`config.mk`:
```
export PLATFORM = sky130hd
export DESIGN_NAME = load_store_unit
export DESIGN_NICKNAME = d
export VERILOG_FILES = /design/src/rtl/load_store_unit.sv
export SDC_FILE = /design/constraint.sdc
export NUM_CORES = 1
export LEC_CHECK = 0
export CAP_MARGIN = 20
export CELL_PAD_IN_SITES_DETAIL_PLACEMENT = 1
export CELL_PAD_IN_SITES_GLOBAL_PLACEMENT = 1
export CORE_MARGIN = 4
export CORE_UTILIZATION = 30
export CTS_BUF_LIST = sky130_fd_sc_hd__clkbuf_4 sky130_fd_sc_hd__clkbuf_8
export DETAILED_ROUTE_END_ITERATION = 12
export GPL_TIMING_DRIVEN = 1
export PLACE_DENSITY = 0.76
export SYNTH_ARGS = -nofsm -noshare
export SYNTH_HDL_FRONTEND = slang
export SYNTH_SLANG_ARGS = --single-unit
```
`constraint.sdc`:
```
create_clock -name clk_i -period 6.1 [get_ports clk_i]
set_input_delay 0.61 -clock clk_i [delete_from_list [all_inputs] [get_ports clk_i]]
set_output_delay 0.61 -clock clk_i [all_outputs]
set_load 0.01 [all_outputs]
```
`src/rtl/load_store_unit.sv`:
```
// Load/store unit: maps RV32 byte-addressed loads/stores onto a word-only memory port.
// Two-word misaligned accesses are split when LSU_MISALIGNED_EN is defined, else faulted.
module load_store_unit #(
    parameter int unsigned ADDR_W = 6
) (
    input  logic              clk_i,
    input  logic              rst_i,
    input  logic              req_valid_i,
    output logic              req_ready_o,
    input  logic              req_we_i,
    input  logic [2:0]        req_funct3_i,
    input  logic [31:0]       req_addr_i,
    input  logic [31:0]       req_wdata_i,
    output logic              resp_valid_o,
    output logic [31:0]       resp_rdata_o,
    output logic              resp_fault_o,
    output logic              mem_read_o,
    output logic              mem_write_o,
    output logic [ADDR_W-1:0] mem_addr_o,
    output logic [31:0]       mem_wdata_o,
    input  logic [31:0]       mem_rdata_i
);

    typedef enum logic [2:0] {StIdle, StRd0, StRd1, StWr0, StWr1, StDone} state_e;

    state_e              state_q, state_d;
    logic                we_q;
    logic [2:0]          funct3_q;
    logic [1:0]          off_q;
    logic [ADDR_W-1:0]   w0_q;
    logic [ADDR_W-1:0]   w1;
    logic [31:0]         wdata_q;
    logic                span_q;
    logic [31:0]         buf0_q, buf1_q;
    logic [31:0]         rdata_q, rdata_d;
    logic                fault_q, fault_d;

    logic [2:0]          req_size;
    logic                req_span;
    logic                req_legal;
    logic                req_fault;
    logic                unused_addr;

    assign unused_addr = ^req_addr_i[31:ADDR_W+2];

    always_comb begin
        unique case (req_funct3_i[1:0])
            2'b00:   req_size = 3'd1;
            2'b01:   req_size = 3'd2;
            default: req_size = 3'd4;
        endcase
    end

    assign req_span = ({1'b0, req_addr_i[1:0]} + req_size) > 3'd4;

    always_comb begin
        if (req_we_i) begin
            req_legal = !req_funct3_i[2] && (req_funct3_i[1:0] != 2'b11);
        end else begin
            req_legal = (req_funct3_i[1:0] != 2'b11) && !(req_funct3_i[2] && req_funct3_i[1]);
        end
    end

`ifdef LSU_MISALIGNED_EN
    assign req_fault = !req_legal;
`else
    assign req_fault = !req_legal || req_span
                     || ((req_funct3_i[1:0] == 2'b01) && req_addr_i[0])
                     || ((req_funct3_i[1:0] == 2'b10) && (req_addr_i[1:0] != 2'b00));
`endif

    assign w1 = w0_q + ADDR_W'(1);

    // Datapath: the load view sees data arriving this cycle so it can be registered on entry to DONE.
    logic [5:0]  shamt;
    logic [31:0] size_mask;
    logic [63:0] cur_words;
    logic [31:0] load_word;
    logic [31:0] load_val;
    logic [63:0] byte_mask;
    logic [63:0] wdata_shifted;
    logic [63:0] merged;

    assign shamt     = {off_q, 3'b000};
    assign cur_words = {(state_q == StRd1) ? mem_rdata_i : buf1_q,
                        (state_q == StRd0) ? mem_rdata_i : buf0_q};
    assign load_word = 32'(cur_words >> shamt);

    always_comb begin
        unique case (funct3_q[1:0])
            2'b00:   size_mask = 32'h0000_00FF;
            2'b01:   size_mask = 32'h0000_FFFF;
            default: size_mask = 32'hFFFF_FFFF;
        endcase
    end

    assign byte_mask     = {32'h0, size_mask} << shamt;
    assign wdata_shifted = {32'h0, wdata_q & size_mask} << shamt;
    assign merged        = ({buf1_q, buf0_q} & ~byte_mask) | wdata_shifted;

    always_comb begin
        unique case (funct3_q)
            3'b000:  load_val = {{24{load_word[7]}}, load_word[7:0]};
            3'b001:  load_val = {{16{load_word[15]}}, load_word[15:0]};
            3'b100:  load_val = {24'h0, load_word[7:0]};
            3'b101:  load_val = {16'h0, load_word[15:0]};
            default: load_val = load_word;
        endcase
    end

    always_ff @(posedge clk_i) begin
        if (rst_i) begin
            state_q  <= StIdle;
            we_q     <= 1'b0;
            funct3_q <= 3'b000;
            off_q    <= 2'b00;
            w0_q     <= '0;
            wdata_q  <= 32'h0;
            span_q   <= 1'b0;
            buf0_q   <= 32'h0;
            buf1_q   <= 32'h0;
            rdata_q  <= 32'h0;
            fault_q  <= 1'b0;
        end else begin
            state_q <= state_d;
            rdata_q <= rdata_d;
            fault_q <= fault_d;
            if (state_q == StIdle && req_valid_i) begin
                we_q     <= req_we_i;
                funct3_q <= req_funct3_i;
                off_q    <= req_addr_i[1:0];
                w0_q     <= req_addr_i[ADDR_W+1:2];
                wdata_q  <= req_wdata_i;
                span_q   <= req_span;
                buf1_q   <= 32'h0;
            end
            if (state_q == StRd0) buf0_q <= mem_rdata_i;
            if (state_q == StRd1) buf1_q <= mem_rdata_i;
        end
    end

    always_comb begin
        state_d      = state_q;
        rdata_d      = rdata_q;
        fault_d      = fault_q;
        req_ready_o  = 1'b0;
        resp_valid_o = 1'b0;
        mem_read_o   = 1'b0;
        mem_write_o  = 1'b0;
        mem_addr_o   = '0;
        mem_wdata_o  = 32'h0;
        unique case (state_q)
            StIdle: begin
                req_ready_o = 1'b1;
                if (req_valid_i) begin
                    if (req_fault) begin
                        state_d = StDone;
                        rdata_d = 32'h0;
                        fault_d = 1'b1;
                    end else begin
                        state_d = StRd0;
                    end
                end
            end
            StRd0: begin
                mem_read_o = !rst_i;
                mem_addr_o = w0_q;
                if (span_q) begin
                    state_d = StRd1;
                end else if (we_q) begin
                    state_d = StWr0;
                end else begin
                    state_d = StDone;
                    rdata_d = load_val;
                    fault_d = 1'b0;
                end
            end
            StRd1: begin
                mem_read_o = !rst_i;
                mem_addr_o = w1;
                if (we_q) begin
                    state_d = StWr0;
                end else begin
                    state_d = StDone;
                    rdata_d = load_val;
                    fault_d = 1'b0;
                end
            end
            StWr0: begin
                mem_write_o = !rst_i;
                mem_addr_o  = w0_q;
                mem_wdata_o = merged[31:0];
                if (span_q) begin
                    state_d = StWr1;
                end else begin
                    state_d = StDone;
                    rdata_d = 32'h0;
                    fault_d = 1'b0;
                end
            end
            StWr1: begin
                mem_write_o = !rst_i;
                mem_addr_o  = w1;
                mem_wdata_o = merged[63:32];
                state_d     = StDone;
                rdata_d     = 32'h0;
                fault_d     = 1'b0;
            end
            StDone: begin
                resp_valid_o = 1'b1;
                state_d      = StIdle;
            end
            default: state_d = StIdle;
        endcase
    end

    assign resp_rdata_o = rdata_q;
    assign resp_fault_o = fault_q;

endmodule

```
==> impl_metrics.py <==
metrics = {
    "synth": {
        "synth.cell_area_sq_mm": 0.007789,
        "synth_area_leaders": "dfxtp_1 (37%), mux2i_1 (15%), nand2_1 (7.4%)",
        "ys_warn_count": 0,
        "synthFlopType": "dfxtp_1",
        "yosys_register_bits": 145,
        "syn-num-nets": 1059,
        "postSynthCellCount": 953,
        "synth_top_area_share_pct": 37.27,
        "yosysUniqueCellTypes": 55,
        "ys_seq_area_share_pct": 37.27,
        "netlist.top_cell.by_area": "dfxtp_1",
        "async_reset_ff_share_pct": 0,
        "synth.avg_cell_area_sq_um": 8.173,
        "synth_edf_count": 0,
    },
    "floorplanning": {
        "die_h_um": 169.1,
        "initial_utilization_pct": 30.75,
        "dieWidth_um": 169.1,
        "core_sq_mm": 0.02533,
        "die-area_sq_mm": 0.02861,
        "ios": 178,
        "row_count": 58,
    },
    "global_route": {
        "grt_start_max_net_pins": 60,
        "track_usage_pct": 21.47,
        "grt_overflow": 0,
        "grt_pass1_wl_mm": 47.78,
        "antenna_found_initial": 0,
        "grt_pass1_vias": 7910,
    },
    "placed_design": {
        "port_buffers": 153,
        "place.gp.congestion": 0.8931,
        "post-place-ws_ps": 2047,
        "dp_hpwl_mm": 23.05,
    },
    "sta": {
        "max_freq_mhz": 224.0,
        "timing.final.crit_period_ps": 4464,
        "hold_violations": 0,
        "rsz0062_at_grt": "false",
        "fin_ws_ps": 1636,
        "skew_ps": 11.76,
        "setup_viol": 0,
        "slew_violations": 0,
        "tns_ps": 0,
        "min_period_over_period_pct": 73.18,
        "worst_pin_slew_ps": 1135,
        "slew-limit-headroom_pct": 24.33,
    },
    "pwr": {
        "p_sw_w": 0.0008916,
        "pwr-share-clk_pct": 30.0,
        "p_leak_nw": 3.842,
        "sequentialPowerShare_pct": 43.0,
        "switching_share_pct": 34.91,
        "p_int_w": 0.001662,
        "irDropWorstVdd_mv": 0.1084,
        "comb_power_share_pct": 27.0,
        "pwr_density_cell_mw_per_mm2": 257.5,
    },
    "final_layout": {
        "final_nets": 1164,
        "final_layout_size_suffix_gt1_share_pct": 7.190,
        "antennaDiodeCount": 0,
        "area_growth_pct": 27.33,
        "layout_common_cells": "nand2_1 (152), clkdlybuf4s50_1 (152), dfxtp_1 (144)",
        "n_fill_cell": 2986,
    },
    "clocking": {
        "clock-root-buffer": "clkbuf_8",
        "cts.clk_slew.worst_paths_ps": 90,
        "cts.sink_count": 145,
        "clock_path_buffers": 2,
        "cts_tree": "built",
        "ctsHoldBuffers": 0,
        "post-cts-setup-buffers": 0,
        "htree_num_levels": 4,
        "clock_latency_ps": 470,
        "cts_made_buffers": 17,
        "cts-resized-gates": 0,
    },
    "critical_path": {
        "end_kind": "output pin",
        "critPathSlowestCell": "nor2_1",
        "crit_path_start_kind": "flop",
        "critical_path.max_stage_delay_ps": 710,
        "crit_fanout": 47,
        "cp.buffers_inverters": 4,
        "arrival_ps": 3850,
        "crit_chain": "buf_4, inv_2, buf_4, nand2_1, nor2_1, a222oi_1, o22ai_1, clkdlybuf4s50_1",
        "critPathTopFamily": "buffers and inverters",
        "path_class": "flop to output pin",
        "r2r_cells": 6,
        "required_ps": 5490,
        "cp_num_cells": 8,
        "path_common_cell": "buf_4",
    },
    "routing": {
        "dr.first_iter.drc_count": 844,
        "drt_pass1_iterations": 8,
        "drtAntennaViolNets": 0,
        "vias": 7881,
        "viasPerCell": 5.625,
        "wl_per_cell_um": 22.34,
        "routed_wl_mm": 31.31,
        "drcViolationCount": 0,
    },
    "hold_path": {
        "hold_depth": 2,
        "holdCritPathClass": "flop to flop",
    },
    "job": {
        "drv_cap": 0,
    },
    "status": {
        "status": "complete, no violations",
    },
}
metrics by stage:
step	cells	total power, W	hold WS (ps)	instance area (sq um)	utilization (%)
6_report	1401	0.002554	462.6	9917	39.16
3_5_place_dp	1369	0.001803	446.0	9527	37.61
3_3_place_gp	1369	0.001786	437.5	9527	37.61
5_1_grt	1401	0.002673	492.6	9917	39.16
4_1_cts	1401	0.002560	466.7	9917	39.16
2_1_floorplan	953	0.001519	444.6	7789	-
power by group through the flow:
stage	Combinational [W]	Sequential, W	Clock [W]
after global placement	0.000668	0.00112	0
after floorplan	0.000433	0.00109	0
after CTS	0.000685	0.00110	0.000777
after global routing	0.000746	0.00111	0.000819
after detailed placement	0.000683	0.00112	0
final	0.000689	0.00110	0.000766
cell usage after synthesis (8+ instances only):
| library cell | instances |
|---|---|
| a222oi_1 | 19 |
| a221oi_1 | 18 |
| a22o_1 | 13 |
| a21oi_1 | 89 |
| clkbuf_1 | 60 |
| dfxtp_1 | 145 |
| nor2_1 | 107 |
| buf_2 | 8 |
| and3_1 | 18 |
| buf_1 | 9 |
| nor3_1 | 16 |
| nand2_1 | 153 |
| inv_1 | 12 |
| nand3_1 | 20 |
| o32ai_1 | 11 |
| mux2i_1 | 117 |
| o22ai_1 | 26 |
| o21ai_0 | 36 |
final cells by class:
type | count | area (sq um) | share of cell area, %
Clock buffer | 21 | 289.0 | 2.914
Clock inverter | 11 | 101.3 | 1.022
Inverter | 14 | 52.55 | 0.5299
Multi-Input combinational cell | 713 | 4523 | 45.61
Sequential cell | 145 | 2904 | 29.28
Tap cell | 330 | 412.9 | 4.164
Timing Repair Buffer | 167 | 1634 | 16.48
tightest hold or removal path: cells and delay by family, from the launching register on:
family,cells,cell delay [ps]
AO/OA/AOI/OAI,1,50
flip-flops,1,340
AND/OR/NAND/NOR,1,50
cells by family after synthesis:
| kind of cell | count (synthesis) | share of synthesized area [%] |
|---|---|---|
| and+or+nand+nor | 341 | 18.94 |
| buffers and inverters | 95 | 4.996 |
| AOI/OAI and AO/OA | 236 | 20.05 |
| adders and majority gates | 3 | 0.5783 |
| muxes | 130 | 17.83 |
| xor gates and xnor gates | 3 | 0.3374 |
| DFF | 145 | 37.27 |
metal layers:
layer	vias up	share of wire [%]	track usage, %	wire length (um)
met3	54	7.7	5.078	2405
met1	3855	43	28.75	13570
met4	0	3.2	8.155	993
li1	3645	-	-	-
met2	327	46	33.73	14340
met5	-	0	0	0
path summary, 6_finish.rpt:
check                                      from               end  slack, ps
worst max-delay path                   off_q[1]    mem_wdata_o[6]       1640
worst min-delay path            resp_rdata_o[3]   resp_rdata_o[3]        460
worst max register to register       state_q[0]  resp_rdata_o[14]       2530
worst min register to register  resp_rdata_o[3]   resp_rdata_o[3]        460
state kept, by name (all words and copies together), names as in the netlist:
register,flops
buf0_q,32
buf1_q,32
resp_rdata_o,32
wdata_q,32
w0_q,6
funct3_q,3
state_q,3
off_q,2
resp_fault_o,1
span_q,1
we_q,1
Note: power is estimated with default switching activity, not from simulation.
